File: config.mk
export PLATFORM = sky130hd
export DESIGN_NAME = mem_stage_flat
export DESIGN_NICKNAME = d
export VERILOG_FILES = /design/src/rtl/cpu_types_pkg.sv /design/src/rtl/mem_stage_if.sv /design/src/rtl/llsc_link.sv /design/src/rtl/mem_stage.sv /design/src/flat_wrapper.sv
export SDC_FILE = /design/constraint.sdc
export NUM_CORES = 1
export LEC_CHECK = 0
export ABC_AREA = 1
export CELL_PAD_IN_SITES_DETAIL_PLACEMENT = 1
export CELL_PAD_IN_SITES_GLOBAL_PLACEMENT = 2
export CORE_UTILIZATION = 13
export DETAILED_ROUTE_END_ITERATION = 10
export PLACE_DENSITY_LB_ADDON = 0.1
export SKIP_CTS_REPAIR_TIMING = 1
export SYNTH_ARGS = -nofsm -noshare
export SYNTH_HDL_FRONTEND = slang
export SYNTH_SLANG_ARGS = --single-unit
File: constraint.sdc
create_clock -name CLK -period 1.65 [get_ports CLK]
set_input_delay 0.4125 -clock CLK [delete_from_list [all_inputs] [get_ports CLK]]
set_output_delay 0.4125 -clock CLK [all_outputs]
set_load 0.03 [all_outputs]
File: src/rtl/cpu_types_pkg.sv
// Shared pipeline types: machine word and the MEM-stage controller states.
package cpu_types_pkg;

    localparam int WORD_BITS = 32;

    typedef logic [WORD_BITS-1:0] word_t;

    typedef enum logic [1:0] {
        IDLE = 2'd0,
        REQ  = 2'd1,
        DONE = 2'd2
    } memstate_t;

endpackage

File: src/rtl/mem_stage_if.sv
// MEM-stage bus: pipeline controls in, data-cache request out, result back to MEM/WB.
interface mem_stage_if #(
    parameter int WORD_W = 32
);
    logic              advance_i;
    logic              memren_i;
    logic              memwen_i;
    logic              ll_i;
    logic              sc_i;
    logic              halt_i;
    logic [WORD_W-1:0] addr_i;
    logic [WORD_W-1:0] store_i;
    logic              dhit_i;
    logic [WORD_W-1:0] dload_i;
    logic              ccinv_i;
    logic [WORD_W-1:0] ccaddr_i;
    logic              dmemREN_o;
    logic              dmemWEN_o;
    logic              datomic_o;
    logic [WORD_W-1:0] dmemaddr_o;
    logic [WORD_W-1:0] dmemstore_o;
    logic [WORD_W-1:0] dload_o;
    logic              mem_busy_o;
    logic              halted_o;

    modport slave (
        input  advance_i, memren_i, memwen_i, ll_i, sc_i, halt_i,
        input  addr_i, store_i, dhit_i, dload_i, ccinv_i, ccaddr_i,
        output dmemREN_o, dmemWEN_o, datomic_o, dmemaddr_o, dmemstore_o,
        output dload_o, mem_busy_o, halted_o
    );

    modport master (
        output advance_i, memren_i, memwen_i, ll_i, sc_i, halt_i,
        output addr_i, store_i, dhit_i, dload_i, ccinv_i, ccaddr_i,
        input  dmemREN_o, dmemWEN_o, datomic_o, dmemaddr_o, dmemstore_o,
        input  dload_o, mem_busy_o, halted_o
    );

endinterface

File: src/rtl/llsc_link.sv
// LL/SC link register with address match and coherence invalidate.
// Only built when MEM_ATOMIC_EN is defined.
`ifdef MEM_ATOMIC_EN
module llsc_link #(
    parameter int WORD_W = 32
) (
    input  logic              CLK,
    input  logic              nRST,
    input  logic              ll_done_i,
    input  logic              sc_done_i,
    input  logic [WORD_W-1:0] addr_i,
    input  logic              ccinv_i,
    input  logic [WORD_W-1:0] ccaddr_i,
    output logic              match_o
);

    logic              valid_q, valid_d;
    logic [WORD_W-1:0] addr_q, addr_d;
    logic              inv_old, inv_new;

    assign inv_old = ccinv_i & (ccaddr_i == addr_q);
    assign inv_new = ccinv_i & (ccaddr_i == addr_i);

    // A snoop hitting the link this cycle already kills a pending SC.
    assign match_o = valid_q & (addr_q == addr_i) & ~inv_old;

    always_comb begin
        valid_d = valid_q;
        addr_d  = addr_q;
        if (ll_done_i) begin
            valid_d = ~inv_new;
            addr_d  = addr_i;
        end else if (sc_done_i | inv_old) begin
            valid_d = 1'b0;
        end
    end

    always_ff @(posedge CLK or negedge nRST) begin
        if (!nRST) begin
            valid_q <= 1'b0;
            addr_q  <= '0;
        end else begin
            valid_q <= valid_d;
            addr_q  <= addr_d;
        end
    end

endmodule
`endif

File: src/rtl/mem_stage.sv
// MEM-stage controller: holds the D-cache request until dhit, stalls, holds the result.
// Define MEM_ATOMIC_EN for LL/SC link tracking; otherwise LL/SC behave as LW/SW.
module mem_stage
    import cpu_types_pkg::*;
#(
    parameter int WORD_W = WORD_BITS
) (
    input logic       CLK,
    input logic       nRST,
    mem_stage_if.slave bus
);

    memstate_t         state_q, state_d;
    logic [WORD_W-1:0] hold_q, hold_d;
    logic              halted_q, halted_d;

    logic              mem_op, is_load, is_store;
    logic              sc_fail, atomic_op;
    logic              ren, wen, complete;
    logic [WORD_W-1:0] result;

    // Requests are suppressed while reset is held so nothing leaks to the cache.
    assign mem_op   = (bus.memren_i | bus.memwen_i) & ~halted_q & nRST;
    assign is_load  = bus.memren_i;
    assign is_store = bus.memwen_i & ~bus.memren_i;

`ifdef MEM_ATOMIC_EN
    logic link_match;

    llsc_link #(.WORD_W(WORD_W)) u_link (
        .CLK       (CLK),
        .nRST      (nRST),
        .ll_done_i (complete & is_load & bus.ll_i),
        .sc_done_i (complete & is_store & bus.sc_i),
        .addr_i    (bus.addr_i),
        .ccinv_i   (bus.ccinv_i),
        .ccaddr_i  (bus.ccaddr_i),
        .match_o   (link_match)
    );

    assign sc_fail   = is_store & bus.sc_i & ~link_match;
    assign atomic_op = bus.ll_i | bus.sc_i;
`else
    logic unused_link;
    assign unused_link = ^{bus.ll_i, bus.ccinv_i, bus.ccaddr_i};
    assign sc_fail     = 1'b0;
    assign atomic_op   = 1'b0;
`endif

    assign result = (is_store & bus.sc_i) ? {{(WORD_W-1){1'b0}}, ~sc_fail} : bus.dload_i;

    // NOTE: every signal assigned here gets a default first, otherwise a latch is inferred.
    always_comb begin
        state_d  = state_q;
        hold_d   = hold_q;
        halted_d = halted_q | (bus.halt_i & bus.advance_i);
        ren      = 1'b0;
        wen      = 1'b0;
        complete = 1'b0;
        unique case (state_q)
            IDLE, REQ: begin
                if (mem_op) begin
                    ren      = is_load;
                    wen      = is_store & ~sc_fail;
                    complete = bus.dhit_i | sc_fail;
                    if (complete) begin
                        hold_d  = result;
                        state_d = bus.advance_i ? IDLE : DONE;
                    end else begin
                        state_d = REQ;
                    end
                end else begin
                    state_d = IDLE;
                end
            end
            DONE: begin
                if (bus.advance_i) state_d = IDLE;
            end
            default: state_d = IDLE;
        endcase
    end

    // NOTE: state registers use non-blocking assignments so all flops update together.
    always_ff @(posedge CLK or negedge nRST) begin
        if (!nRST) begin
            state_q  <= IDLE;
            hold_q   <= '0;
            halted_q <= 1'b0;
        end else begin
            state_q  <= state_d;
            hold_q   <= hold_d;
            halted_q <= halted_d;
        end
    end

    assign bus.dmemREN_o   = ren;
    assign bus.dmemWEN_o   = wen;
    assign bus.datomic_o   = (ren | wen) & atomic_op;
    assign bus.dmemaddr_o  = (ren | wen) ? bus.addr_i : '0;
    assign bus.dmemstore_o = wen ? bus.store_i : '0;
    assign bus.dload_o     = complete ? result : ((state_q == DONE) ? hold_q : '0);
    assign bus.mem_busy_o  = mem_op & ~complete & (state_q != DONE);
    assign bus.halted_o    = halted_q;

endmodule

File: src/flat_wrapper.sv
// flat-port wrapper written by rule: the top's interface ports become plain ports
module mem_stage_flat import cpu_types_pkg::*;
#(
    parameter int WORD_W = WORD_BITS
)
  (CLK, nRST, bus_advance_i, bus_memren_i, bus_memwen_i, bus_ll_i, bus_sc_i, bus_halt_i, bus_addr_i, bus_store_i, bus_dhit_i, bus_dload_i, bus_ccinv_i, bus_ccaddr_i, bus_dmemREN_o, bus_dmemWEN_o, bus_datomic_o, bus_dmemaddr_o, bus_dmemstore_o, bus_dload_o, bus_mem_busy_o, bus_halted_o);
  mem_stage_if #(.WORD_W(WORD_W)) bus_i ();
  input logic CLK;
  input logic nRST;
  input wire logic [$bits(bus_i.advance_i)-1:0] bus_advance_i;
  input wire logic [$bits(bus_i.memren_i)-1:0] bus_memren_i;
  input wire logic [$bits(bus_i.memwen_i)-1:0] bus_memwen_i;
  input wire logic [$bits(bus_i.ll_i)-1:0] bus_ll_i;
  input wire logic [$bits(bus_i.sc_i)-1:0] bus_sc_i;
  input wire logic [$bits(bus_i.halt_i)-1:0] bus_halt_i;
  input wire logic [$bits(bus_i.addr_i)-1:0] bus_addr_i;
  input wire logic [$bits(bus_i.store_i)-1:0] bus_store_i;
  input wire logic [$bits(bus_i.dhit_i)-1:0] bus_dhit_i;
  input wire logic [$bits(bus_i.dload_i)-1:0] bus_dload_i;
  input wire logic [$bits(bus_i.ccinv_i)-1:0] bus_ccinv_i;
  input wire logic [$bits(bus_i.ccaddr_i)-1:0] bus_ccaddr_i;
  output wire logic [$bits(bus_i.dmemREN_o)-1:0] bus_dmemREN_o;
  output wire logic [$bits(bus_i.dmemWEN_o)-1:0] bus_dmemWEN_o;
  output wire logic [$bits(bus_i.datomic_o)-1:0] bus_datomic_o;
  output wire logic [$bits(bus_i.dmemaddr_o)-1:0] bus_dmemaddr_o;
  output wire logic [$bits(bus_i.dmemstore_o)-1:0] bus_dmemstore_o;
  output wire logic [$bits(bus_i.dload_o)-1:0] bus_dload_o;
  output wire logic [$bits(bus_i.mem_busy_o)-1:0] bus_mem_busy_o;
  output wire logic [$bits(bus_i.halted_o)-1:0] bus_halted_o;
  assign bus_i.advance_i = bus_advance_i;
  assign bus_i.memren_i = bus_memren_i;
  assign bus_i.memwen_i = bus_memwen_i;
  assign bus_i.ll_i = bus_ll_i;
  assign bus_i.sc_i = bus_sc_i;
  assign bus_i.halt_i = bus_halt_i;
  assign bus_i.addr_i = bus_addr_i;
  assign bus_i.store_i = bus_store_i;
  assign bus_i.dhit_i = bus_dhit_i;
  assign bus_i.dload_i = bus_dload_i;
  assign bus_i.ccinv_i = bus_ccinv_i;
  assign bus_i.ccaddr_i = bus_ccaddr_i;
  assign bus_dmemREN_o = bus_i.dmemREN_o;
  assign bus_dmemWEN_o = bus_i.dmemWEN_o;
  assign bus_datomic_o = bus_i.datomic_o;
  assign bus_dmemaddr_o = bus_i.dmemaddr_o;
  assign bus_dmemstore_o = bus_i.dmemstore_o;
  assign bus_dload_o = bus_i.dload_o;
  assign bus_mem_busy_o = bus_i.mem_busy_o;
  assign bus_halted_o = bus_i.halted_o;
  mem_stage #(.WORD_W(WORD_W)) u_core (.CLK(CLK), .nRST(nRST), .bus(bus_i));
endmodule
# Word-level counts from Yosys, hierarchy flattened
# Index checks and enable logic that the tools add are counted.
# classes
bitwise_logic,13
n_reduce_logical,3
eq_ne,4
mux,16
# ops
op,n
$mux W32,5
$mux W2,4
$and A1 B1 Y1,7
$mux W1,6
$ne A2 B2 Y1 const B,2
$pmux W2 S2,1
$not A1 Y1,3
$or A1 B1 Y1,3
$reduce_and A3 Y1,1
$eq A2 B1 Y1 const B,1
$eq A2 B2 Y1 const B,1
$logic_not A2 Y1,1
$reduce_or A2 Y1,1
# totals
register_bits,35
out_inout_bits,101
elab_cells,39

# Logic depth before layout (Yosys ltp)
# Gate-level depths: netlist of run 1.
# depth
ltp_word,8
ltp_mapped,7
depth_no_buf,6

# Worst setup path before layout of run 1
# No wires, ideal clock.
# synth_path
kind,flip-flop to output port
start,"register u_core.halted_q, in the netlist u_core.bus.halted_o"
end,output bus_dmemaddr_o[10]
t_arrival_ns,1.478
slack_ns,-0.240
path_stages_with_launch,7
path_buffers,1
path_cell_list,dfrtp_1 > inv_1 > nand2_1 > nor2_1 > nand2_1 > buf_2 > nor2_1
# synth_between
elab_chain_len,7
# synth_rtl
element,line_no,source
"start, declared",mem_stage.sv:15,"logic halted_q, halted_d;"
"start signal, assigned",mem_stage.sv:92,halted_q <= halted_d;
$not A1 Y1 *,mem_stage.sv:23,assign mem_op = (bus.memren_i | bus.memwen_i) & ~halted_q & nRST;
$and A1 B1 Y1 * (2 in series),mem_stage.sv:23,
$mux W1,mem_stage.sv:62,if (mem_op) begin
$mux W1,mem_stage.sv:60,unique case (state_q)
$or A1 B1 Y1 *,--,
$mux W32 *,mem_stage.sv:99,assign bus.dmemaddr_o = (ren | wen) ? bus.addr_i : '0;
"end, declared",flat_wrapper.sv:25,output wire logic [$bits(bus_i.dmemaddr_o)-1:0] bus_dmemaddr_o;
# Every way passes the cells marked *; elsewhere a longest branch is shown, timed or not.

# Final worst setup path of run 1
# layout_path
start,"register u_core.halted_q, in the netlist u_core.bus.halted_o"
end,output bus_dmemstore_o[13]
# layout_between
elab_chain_len,6
# layout_rtl
element,line_no,source
$not A1 Y1,mem_stage.sv:23,
$and A1 B1 Y1 (2 in series),mem_stage.sv:23,
$mux W1,mem_stage.sv:62,
$mux W1,mem_stage.sv:60,
$mux W32,mem_stage.sv:100,assign bus.dmemstore_o = wen ? bus.store_i : '0;
"end, declared",flat_wrapper.sv:26,output wire logic [$bits(bus_i.dmemstore_o)-1:0] bus_dmemstore_o;
# Every way passes these cells.

==> results of run 1 <==
-- how the worst max path moves through the flow --
stage / endpoint / slack [ns] / cells past startpoint / start
floorplan: bus_dmemstore_o[22] / -0.17 / 4 / u_core.bus.halted_o
detailed placement: bus_dload_o[6] / -0.62 / 9 / bus_memwen_i
global route: bus_dmemstore_o[27] / -0.42 / 7 / u_core.bus.halted_o
finish: bus_dmemstore_o[13] / -0.35 / 7 / u_core.bus.halted_o
global placement: bus_dload_o[2] / -0.61 / 9 / bus_memwen_i
CTS: bus_dload_o[25] / -0.65 / 9 / bus_memwen_i
-- cells in the final DEF, fill, tap and decap left out --
cell | netlist | layout
dfrtp_1 | 35 | 34
nand3_1 | 2 | 1
nor2_1 | 68 | 7
dfrtp_2 | 0 | 1
nand3_4 | 0 | 1
buf_12 | 0 | 12
nor2_4 | 1 | 49
clkbuf_16 | 0 | 12
nand4_1 | 1 | 1
nor3_2 | 0 | 1
conb_1 | 1 | 1
diode_2 | 0 | 1
buf_2 | 15 | 1
inv_2 | 0 | 3
nor2_2 | 3 | 16
dlymetal6s2s_1 | 0 | 4
clkdlybuf4s50_1 | 0 | 98
buf_4 | 1 | 52
nor3_1 | 2 | 1
inv_1 | 105 | 102
nand2_1 | 196 | 135
buf_16 | 0 | 1
clkbuf_1 | 0 | 1
buf_6 | 3 | 85
nand2_2 | 6 | 37
nand2_4 | 0 | 30
-- flip-flops by register name (all words and copies together), names as in the netlist --
register / count
u_core.state_q: 2
u_core.bus.halted_o: 1
u_core.hold_q: 32
-- kinds of logic (layout without fill, tap and decap cells) --
family	after synthesis	in the layout	synth area share, %
flops	35	35	35.4
buf+inv	124	371	20.6
other cells	1	2	0.152
simple gates	279	279	43.8
-- synthesized netlist by cell type (all sizes together) --
library cell  number  area [um2]
buf               19         116
conb               1        3.75
dfrtp             35         876
inv              105         394
nand2            202         773
nand3              2        10.0
nand4              1        6.26
nor2              72         285
nor3               2        10.0
-- layout make-up --
type / count / area (um2)
fillers: 2207 / 12400
repair buffers: 260 / 2830
multi-input cells: 280 / 1800
flip-flops and latches: 35 / 877
inverters: 105 / 394
well taps: 234 / 293
clock buffers: 6 / 129
diodes: 1 / 2.50
-- routing by layer --
metal | track usage, % | up-vias
met5 | 0 | -
met3 | 2.74 | 10
met4 | 2.43 | 2
met1 | 13.9 | 1596
met2 | 20.3 | 129
li1 | - | 1701
-- stage by stage --
stage | utilization [%] | setup TNS, ns
6_report | 33.8 | -30.28
3_3_place_gp | 28.3 | -58.43
4_1_cts | 29.0 | -55.76
3_5_place_dp | 28.3 | -63.43
2_1_floorplan | - | -7.31
5_1_grt | 33.8 | -37.38
-- power groups by stage --
stage	registers, uW	clock network (uW)	logic (uW)
final	900	890	468
after global routing	904	985	516
after CTS	900	948	442
after detailed placement	915	0	439
after global placement	914	0	432
after floorplan	912	0	131
==> qor.log, run 1 <==
[status] status complete, but fails checks
[status] failing checks setup timing
[die] I/O pin cnt 239
[timing] min setup slack post-route -0.354 ns
[global_routing] global-route total usage across every layer 11.4%
[placement] placed wire-length estimate 8840 um
[setup_path] largest stage delay on the critical path 0.43 ns
[die] die area 0.0196 mm2
[global_routing] global-route wire length before repair 17,700 um
[cells_and_area] # nets final 825
[die] die span in y 140 um
[die] floorplan die width 140 um
[clock_network] CTS tree built
[logic_synthesis] Seq/Total Area, Yosys 35.4%
[timing] final worst path period need 2.00 ns
[pwr] net switching power figure 553 uW
[pwr] proportion of power drawn by combinational gates 20.7%
[cells_and_area] non-filler instance count after layout 921
[global_routing] largest net degree at the start of global routing 34
[setup_path] r2r startpoint u_core.bus.halted_o
[clock_network] H-Tree Level Count 2
[route] Detailed Routing Iterations Pass 1 4
[logic_synthesis] Yosys warning count 0
[route] total met3 wirelength after detailed routing 735 um
[timing] final critical-path share of the clock period 121%
[setup_path] most prevalent standard cell on the critical path buf_6
[global_routing] initial antenna violation count 2
[route] DRT iter0 DRCs 31
[route] highest routed metal layer met5
[setup_path] Crit-path slowest cell dfrtp_2
[clock_network] cell at the root of the clock tree clkbuf_16
[global_routing] Overflow after GRT 0
[clock_network] number of buffers between clock root and the deepest sink 2
[route] routed len/inst 13.2 um
[setup_path] R2R Setup Slk 0.22 ns
[setup_path] Worst setup EP type primary output
[setup_path] top cell family by delay on the critical path buffers and inverters
[route] vias per inst 3.73
[setup_path] Worst Path Buf+Inv 4
[setup_path] CP Cell Sequence nor2_4 > buf_4 > nand4_1 > buf_6 > clkbuf_16 > nor2_2 > buf_6
[placement] minimum setup slack after placement -0.625 ns
[clock_network] clock-pin slew on the worst setup and hold paths 0.05 ns
[pwr] Overall Power 2260 uW
[pwr] proportion of total power due to net switching 24.5%
[pwr] share of power burned in registers 39.9%
[cells_and_area] share of layout cells above drive strength 1 43.9%
[logic_synthesis] Post-Syn Nets 577
[cells_and_area] area of all placed cells without fillers 0.00632 mm2
[pwr] clock power share 39.4%
[pwr] leakage power total 0.00351 uW
[logic_synthesis] syn avg cell area 5.64 um2
[placement] count of port buffers added during placement 203
[die] starting utilization of the core area 13.2%
[timing] unrepaired setup endpoints after global routing true
[route] routed wire length 12,200 um
[setup_path] arrival time at the worst endpoint 1.59 ns
[clock_network] clock sink total 35
[setup_path] Worst Setup Path Type reg -> out
[timing] worst hold slack after final layout 0.0898 ns
[timing] final count of pins violating max slew 0
[timing] timing-limited maximum frequency 499 MHz
[placement] placed inst area 0.00530 mm2
[clock_network] clock insertion delay at the later pin of the skew report 0.28 ns
[route] met2 wire length 6100 um
[route] met1 WL 5180 um
[cells_and_area] Area Growth Syn to Fin 156%
[setup_path] critical-path maximum fanout 8
[route] DRC 0
[route] vias 3,438
[logic_synthesis] Synth Register Bits 35
[die] total number of placement rows 50
[die] core region area 0.0187 mm2
[logic_synthesis] Post-Syn Area 0.00247 mm2
[placement] placed cell count 900
[pwr] peak supply drop 0.285 mV
[setup_path] worst reg2reg path depth 9
[timing] worst clock skew 0.00191 ns
[timing] total count of hold-check failures in the final report 0
[clock_network] TritonCTS Buffers 5
[setup_path] reg2reg end u_core.hold_q[23]
[setup_path] CP required 1.24 ns
[pwr] Int Power 1700 uW
[job] max capacitance violation total 0
[placement] placer congestion estimate 0.696
[timing] final setup violation count 99
[setup_path] Setup crit start kind flip-flop
[logic_synthesis] unique cell type count in the Yosys netlist 14
[min_path] class of the worst hold path in -> async
[logic_synthesis] number of instances in the synthesized netlist 439
[global_routing] number of global-route vias before repair 3,354
[route] post-route antenna net violation count 0
[pwr] power density over cell area 357 mW/mm2
No activity file was read; power rests on OpenSTA's default activity.
==> inputs of run 2 (changes only) <==
--- a/config.mk
+++ b/config.mk
@@ -8,10 +8,11 @@
 export ABC_AREA = 1
 export CELL_PAD_IN_SITES_DETAIL_PLACEMENT = 1
 export CELL_PAD_IN_SITES_GLOBAL_PLACEMENT = 2
-export CORE_UTILIZATION = 13
+export CORE_UTILIZATION = 12
 export DETAILED_ROUTE_END_ITERATION = 10
 export PLACE_DENSITY_LB_ADDON = 0.1
 export SKIP_CTS_REPAIR_TIMING = 1
 export SYNTH_ARGS = -nofsm -noshare
 export SYNTH_HDL_FRONTEND = slang
+export SYNTH_HIERARCHICAL = 1
 export SYNTH_SLANG_ARGS = --single-unit
==> run 2 against run 1 <==
- cell area is 3.9% lower
- sequential power is essentially flat
- critical path depth up 1
- global-route usage is 0.55 points lower
- largest power group is now clock
- flip-flop and latch count unchanged
- clock power rose by 15%
- first-iteration DRC count is 90% higher
- register-to-register slack lost 0.13 ns
- clock skew rose by 0.00080 ns
- the flow still finishes with violations (setup timing)
- final cell count up 3.8%
==> qor.log, run 2 <==
[status] status complete, but fails checks
[status] failing checks setup timing
[global_routing] number of global-route vias before repair 3,383 [+0.86%]
[pwr] Int Power 1800 uW [+5.8%]
[global_routing] largest net degree at the start of global routing 34 [unchanged]
[setup_path] Worst Path Buf+Inv 4 [unchanged]
[logic_synthesis] most used standard cell by instance count after synthesis nand2_1
[setup_path] largest stage delay on the critical path 0.42 ns [about the same]
[die] total number of placement rows 51 [+2.0%]
[logic_synthesis] Post-Syn Area 0.00244 mm2 [-1.3%]
[die] die area 0.0209 mm2 [+6.9%]
[die] floorplan die width 145 um [+3.4%]
[cells_and_area] Final Core Density 30.8% [-3.0 points]
[timing] sum of negative setup slack -32.84 ns [-2.57 ns]
[setup_path] crit path capture bus_dload_o[25]
[clock_network] clock sink total 35 [unchanged]
[cells_and_area] register name with the most flops u_core/hold_q
[clock_network] clock insertion delay at the later pin of the skew report 0.28 ns [about the same]
[setup_path] top cell family by delay on the critical path buffers and inverters
[logic_synthesis] count of flip-flops with a built-in enable after synthesis 0 [unchanged]
[global_routing] Overflow after GRT 0 [unchanged]
[global_routing] global-route wire length before repair 17,400 um [-2.0%]
[pwr] power density over cell area 392 mW/mm2 [+9.8%]
[setup_path] CP Cell Sequence nor2_2 > inv_2 > nor2_4 > clkbuf_16 > buf_12 > nand2_8 > nand2_4 > buf_6
[logic_synthesis] Seq/Total Area, Yosys 35.8% [+0.45 points]
[pwr] clock power share 43.0% [+3.6 points]
[setup_path] Critical Path Source u_core/state_q[1]
[timing] final critical-path share of the clock period 128% [+6.3 points]
[global_routing] initial antenna violation count 0 [-2]
[setup_path] reg2reg end u_core/hold_q[25]
[setup_path] critical-path maximum fanout 8 [unchanged]
[route] DRT iter0 DRCs 59 [+90%]
[setup_path] number of gates on the worst path with buffers counted 8 [+1]
[placement] placed cell count 935 [+3.9%]
[timing] timing-limited maximum frequency 474 MHz [-5.0%]
[timing] worst clock skew 0.00272 ns [+0.000804 ns]
[pwr] net switching power figure 577 uW [+4.3%]
[cells_and_area] # nets final 828 [+0.36%]
[timing] min setup slack post-route -0.459 ns [-0.104 ns]
[clock_network] cell at the root of the clock tree clkbuf_16
[cells_and_area] ANT cells 0 [-1]
[timing] final worst path period need 2.11 ns [+0.104 ns]
[logic_synthesis] biggest area consumer among synthesized cells dfrtp_1
[setup_path] r2r startpoint u_core/state_q[1]
[logic_synthesis] Yosys warning count 6 [+6]
[clock_network] clock-pin slew on the worst setup and hold paths 0.06 ns [about the same]
[route] vias 3,403 [-1.0%]
[global_routing] GRT Max-Usage Layer met2
[setup_path] R2R Setup Slk 0.09 ns [-0.13 ns]
[min_path] class of the worst hold path in -> async
[clock_network] number of buffers between clock root and the deepest sink 2 [unchanged]
[placement] placer congestion estimate 0.668 [-4.0%]
[cells_and_area] share of layout cells above drive strength 1 37.5% [-6.4 points]
[setup_path] arrival time at the worst endpoint 1.70 ns [+0.11 ns]
[setup_path] Worst Setup Path Type reg -> out
[logic_synthesis] ys async rst share 100% [unchanged]
[logic_synthesis] Synth Register Bits 35 [unchanged]
[clock_network] H-Tree Level Count 2 [unchanged]
[die] starting utilization of the core area 12.4% [-0.84 points]
[logic_synthesis] synth cell count leaders nand2_1, inv_1, nor2_1
[global_routing] global-route total usage across every layer 10.9% [-0.55 points]
[placement] minimum setup slack after placement -0.688 ns [-0.0634 ns]
[setup_path] worst reg2reg path depth 9 [unchanged]
[pwr] leakage power total 0.00341 uW [-2.7%]
[global_routing] met3 Resource Use GR 2.76% [+0.029 points]
[pwr] proportion of power drawn by combinational gates 19.2% [-1.5 points]
[placement] placed wire-length estimate 9290 um [+5.0%]
[route] routed wire length 12,700 um [+4.8%]
[setup_path] Setup crit start kind flip-flop
[cells_and_area] Area Growth Syn to Fin 149%
[cells_and_area] leading cell types in the layout, fill and taps excluded nand2_1, buf_4, inv_1
[cells_and_area] flip-flop count of the largest register after layout 32 [unchanged]
[logic_synthesis] unique cell type count in the Yosys netlist 12 [-2]
[job] max capacitance violation total 0 [unchanged]
[cells_and_area] most common library cell in the layout ignoring fill and taps nand2_1
[die] die span in y 145 um [+3.4%]
[setup_path] CP required 1.24 ns [about the same]
[logic_synthesis] cell types occupying the most area after synthesis dfrtp_1, nand2_1, inv_1
[global_routing] met1 GRT Util 12.1% [-1.8 points]
[logic_synthesis] most frequently used flop master after synthesis dfrtp_1
[route] DRC 0 [unchanged]
[logic_synthesis] syn avg cell area 5.58 um2 [-1.0%]
[clock_network] TritonCTS Buffers 5 [unchanged]
[timing] total count of hold-check failures in the final report 0 [unchanged]
[setup_path] Worst setup EP type primary output
[logic_synthesis] Yosys top cell area share 35.8% [+0.45 points]
[placement] count of port buffers added during placement 203 [unchanged]
[timing] final setup violation count 99 [unchanged]
[route] post-route antenna net violation count 0 [unchanged]
[logic_synthesis] Post-Syn Nets 576 [-0.17%]
[global_routing] global routing met2 resource utilization 20.4% [+0.10 points]
[cells_and_area] non-filler instance count after layout 956 [+3.8%]
[die] core region area 0.0197 mm2 [+5.4%]
[timing] unrepaired setup endpoints after global routing true
[clock_network] CTS tree built
[pwr] proportion of total power due to net switching 24.2% [-0.28 points]
[route] vias per inst 3.56 [-4.6%]
[route] Detailed Routing Iterations Pass 1 4 [unchanged]
[pwr] share of power burned in registers 37.8% [-2.1 points]
[route] routed len/inst 13.3 um [+0.98%]
[die] I/O pin cnt 239 [unchanged]
[timing] final count of pins violating max slew 0 [unchanged]
[setup_path] Crit-path slowest cell dfrtp_1
[logic_synthesis] number of instances in the synthesized netlist 438 [-0.23%]
[pwr] peak supply drop 0.312 mV [+9.3%]
==> run 2: changes by cell type in the layout (fill, tap and decap cells not counted), moves of 12 or more <==
| cell | previous run | this run |
|---|---|---|
| buf_4 | 52 | 112 |
| buf_6 | 85 | 28 |
| nand2_1 | 135 | 154 |
| nand2_2 | 37 | 6 |
| nor2_1 | 7 | 34 |
| nor2_2 | 16 | 4 |
| nor2_4 | 49 | 33 |
==> run 2: metrics by stage <==
step | power (uW) | instance area, um2 | hold slack, ns
5_1_grt | 2500 | 6080 | 0.268
4_1_cts | 2390 | 5570 | 0.253
3_5_place_dp | 1350 | 5420 | 0.467
3_3_place_gp | 1340 | 5420 | 0.464
2_1_floorplan | 1040 | 2920 | 0.117
6_report | 2380 | 6080 | 0.238
==> run 2: worst min path at each step <==
stage                           start                   to  slack, ns  cells past startpoint
floorplan                        nRST  u_core/bus.halted_o       0.12                      0
detailed placement  u_core/hold_q[18]    u_core/hold_q[18]       0.47                      2
global placement    u_core/hold_q[26]    u_core/hold_q[26]       0.46                      2
CTS                              nRST    u_core/state_q[0]       0.25                      3
global route                     nRST    u_core/state_q[0]       0.27                      3
finish                           nRST    u_core/state_q[0]       0.24                      3
==> run 2: cell type report <==
| type | count | area [um2] |
|---|---|---|
| fill | 2375 | 13600 |
| sequential | 35 | 877 |
| clock buffer | 8 | 156 |
| inverter | 105 | 394 |
| tap | 265 | 332 |
| timing repair buffer | 264 | 2630 |
| multi-input combinational | 279 | 1690 |
==> run 2: tightest hold or removal path: stages <==
cell	delay, ns
buf_2	0.15
buf_4	0.14
buf_4	0.15
==> run 2: power groups by stage <==
stage,combinational [uW],sequential [uW],clock [uW]
finish,457,900,1020
global route,507,903,1090
CTS,435,900,1060
detailed placement,432,915,0
global placement,423,914,0
floorplan,129,912,0
==> run 2: cell families after synthesis <==
logic type    synth area share (%)
buf+inv                       20.4
flops                         35.8
other cells                  0.153
simple gates                  43.6
==> run 2: layer usage <==
layer / share of wire (%) / wire length (um)
met5: 0 / 0
met4: 0.85 / 108
met3: 8.4 / 1070
met2: 51 / 6500
met1: 40 / 5050
==> inputs of run 3 (changes only) <==
--- a/config.mk
+++ b/config.mk
@@ -6,6 +6,7 @@
 export NUM_CORES = 1
 export LEC_CHECK = 0
 export ABC_AREA = 1
+export CAP_MARGIN = 20
 export CELL_PAD_IN_SITES_DETAIL_PLACEMENT = 1
 export CELL_PAD_IN_SITES_GLOBAL_PLACEMENT = 2
 export CORE_UTILIZATION = 12
==> results of run 3 <==
The final DEF is identical to that of run 2; final timing and power are the same.
==> RTL change, RTL diff (config.mk and constraints of run 1) <==
Build with the macro `MEM_ATOMIC_EN` defined.
--- a/src/rtl/llsc_link.sv
+++ b/src/rtl/llsc_link.sv
@@ -1,4 +1,6 @@
 // LL/SC link register with address match and coherence invalidate.
 // Only built when MEM_ATOMIC_EN is defined.
+`define MEM_ATOMIC_EN
+
 `ifdef MEM_ATOMIC_EN
 module llsc_link #(
Formal check against the unedited RTL: not equivalent (Yosys sat finds a counterexample within 4 cycles, from zero or initial values and one cycle with nRST low).
==> RTL change against run 1 <==
  * The flow still finishes with violations (negative setup slack)
  * Count of clock-buffer cells in the layout increased by 3
  * Synthesized area increased by 100%
  * First-iteration DRC count increased to 5.3 times the old value
  * Power increased by 140%
  * Wire length increased by 130%
  * Setup slack got worse by 0.94 ns
  * Cell area increased by 65%
  * Sequential cell count increased by 33
  * Critical endpoint is now bus_dmemstore_o[22]
  * Highest routed layer unchanged
==> RTL change: results (changes against run 1) <==
Distinct cells, synth=33 (+19); Sum Neg Setup Slack=-149.47 ns (-119.20 ns); Final nets=1,340 (+62%); Post-DP Area=9270 um2 (+75%); H-Tree Depth=3 (+1); Max VDD drop=0.000447 V (+57%); crit path from=bus_addr_i[31]; worst setup margin=-1.29 ns (-0.940 ns); Reg power frac=36.5% (-3.4 points); share of layout cells above drive strength 1=37.4% (-6.5 points); initial antenna violation count=3 (+1); XOR/XNOR share of the synthesized area=4.84% (+4.8 points); vias in the first global route=6,609 (+97%); Post-Syn Nets=941 (+63%); fillers=4,603 (+110%); placed insts=1,675 (+86%); Total Routing Usage GR=12.8% (+1.4 points); Setup Skew=0.0133 ns (+0.0113 ns); synth top area cells=dfrtp_1 (34%), nand2_1 (20%), inv_1 (8.7%); CP Capture Point=bus_dmemstore_o[22]; post-synthesis sequential area ratio=33.6% (-1.8 points); First DRT Iteration DRCs=165 (+430%); Critical R2R Capture=u_core.u_link.addr_q[7]$_DFFE_PN0P_; Vias/cell=3.78 (+1.1%); Layout area overhead=107%; WL/cell=15.9 um (+21%); Worst-Skew Late Latency=0.35 ns (+0.07 ns); Register-to-Register Path Depth=15 (+6); first-pass GRT wire length=38,200 um (+120%); endpoints failing setup=167 (+69%); Placer Congestion=0.701 (+0.82%); largest stage delay on the critical path=0.50 ns (+0.07 ns); Num CTS Buffers=9 (+4); largest net degree at the start of global routing=49 (+44%); worst path arrival time=2.53 ns (+0.94 ns); Net Switching=1690 uW (+200%); worst reg2reg path startpoint=u_core.u_link.addr_q[5]$_DFFE_PN0P_; Seq power=1980 uW (+120%); clock group power=2130 uW (+140%); Compound-Gate Fraction of Synth Area=9.17% (+9.2 points); static power due to leakage=0.00562 uW (+60%); violated checks=negative setup slack; commonest cells in the synthesized netlist=nand2_1 (274), inv_1 (118), nor2_1 (107), dfrtp_1 (68), nand3_1 (42); post-detail-place hpwl=20,100 um (+130%); outcome=complete, but fails checks; worst reg2reg setup slack=-0.55 ns (-0.77 ns)
RTL change: cell count changes after synthesis, moves of 11 or more:
cell            run 1  this run
dfrtp_1            35        68
inv_1             105       118
inv_2               0        11
nand2_1           196       274
nand3_1             2        42
nand4_1             1        37
nor2_1             68       107
o21ai_1             0        18
o21ai_2             0        23
xor2_1              0        19
RTL change: worst min-delay path by stage:
stage                                          endpoint  slack [ns]  cells past startpoint
after CTS                  u_core.hold_q[7]$_DFFE_PN0P_        0.08                      2
final                      u_core.hold_q[7]$_DFFE_PN0P_        0.08                      2
after floorplan           u_core.bus.halted_o$_DFF_PN0_        0.12                      0
after global routing       u_core.hold_q[7]$_DFFE_PN0P_         0.1                      2
after detailed placement  u_core.hold_q[16]$_DFFE_PN0P_        0.47                      2
after global placement     u_core.hold_q[1]$_DFFE_PN0P_        0.46                      2
RTL change: cell families (layout without fill, tap and decap cells):
logic type | Yosys count | in the layout
AOI/OAI and AO/OA | 69 | 69
buffers and inverters | 162 | 566
xor gates and xnor gates | 28 | 28
and+or+nand+nor | 476 | 476
other | 0 | 1
DFF | 68 | 68
RTL change: layout make-up:
| type | instances | share of cell area (%) |
|---|---|---|
| well taps | 511 | 6.11 |
| inverters | 130 | 4.67 |
| flip-flops and latches | 68 | 16.3 |
| clock inverters | 7 | 0.778 |
| repair buffers | 420 | 39.8 |
| clock buffers | 9 | 2.15 |
| multi-input cells | 573 | 30.1 |
| diodes | 1 | 0.0239 |
RTL change: metal layers:
metal | up-vias | share of wire [%] | track usage, %
met5 | - | 0.062 | 0
met2 | 116 | 49 | 21.7
met1 | 3063 | 45 | 16.5
met3 | 20 | 4.5 | 3.02
li1 | 3289 | - | -
met4 | 2 | 0.93 | 2.54
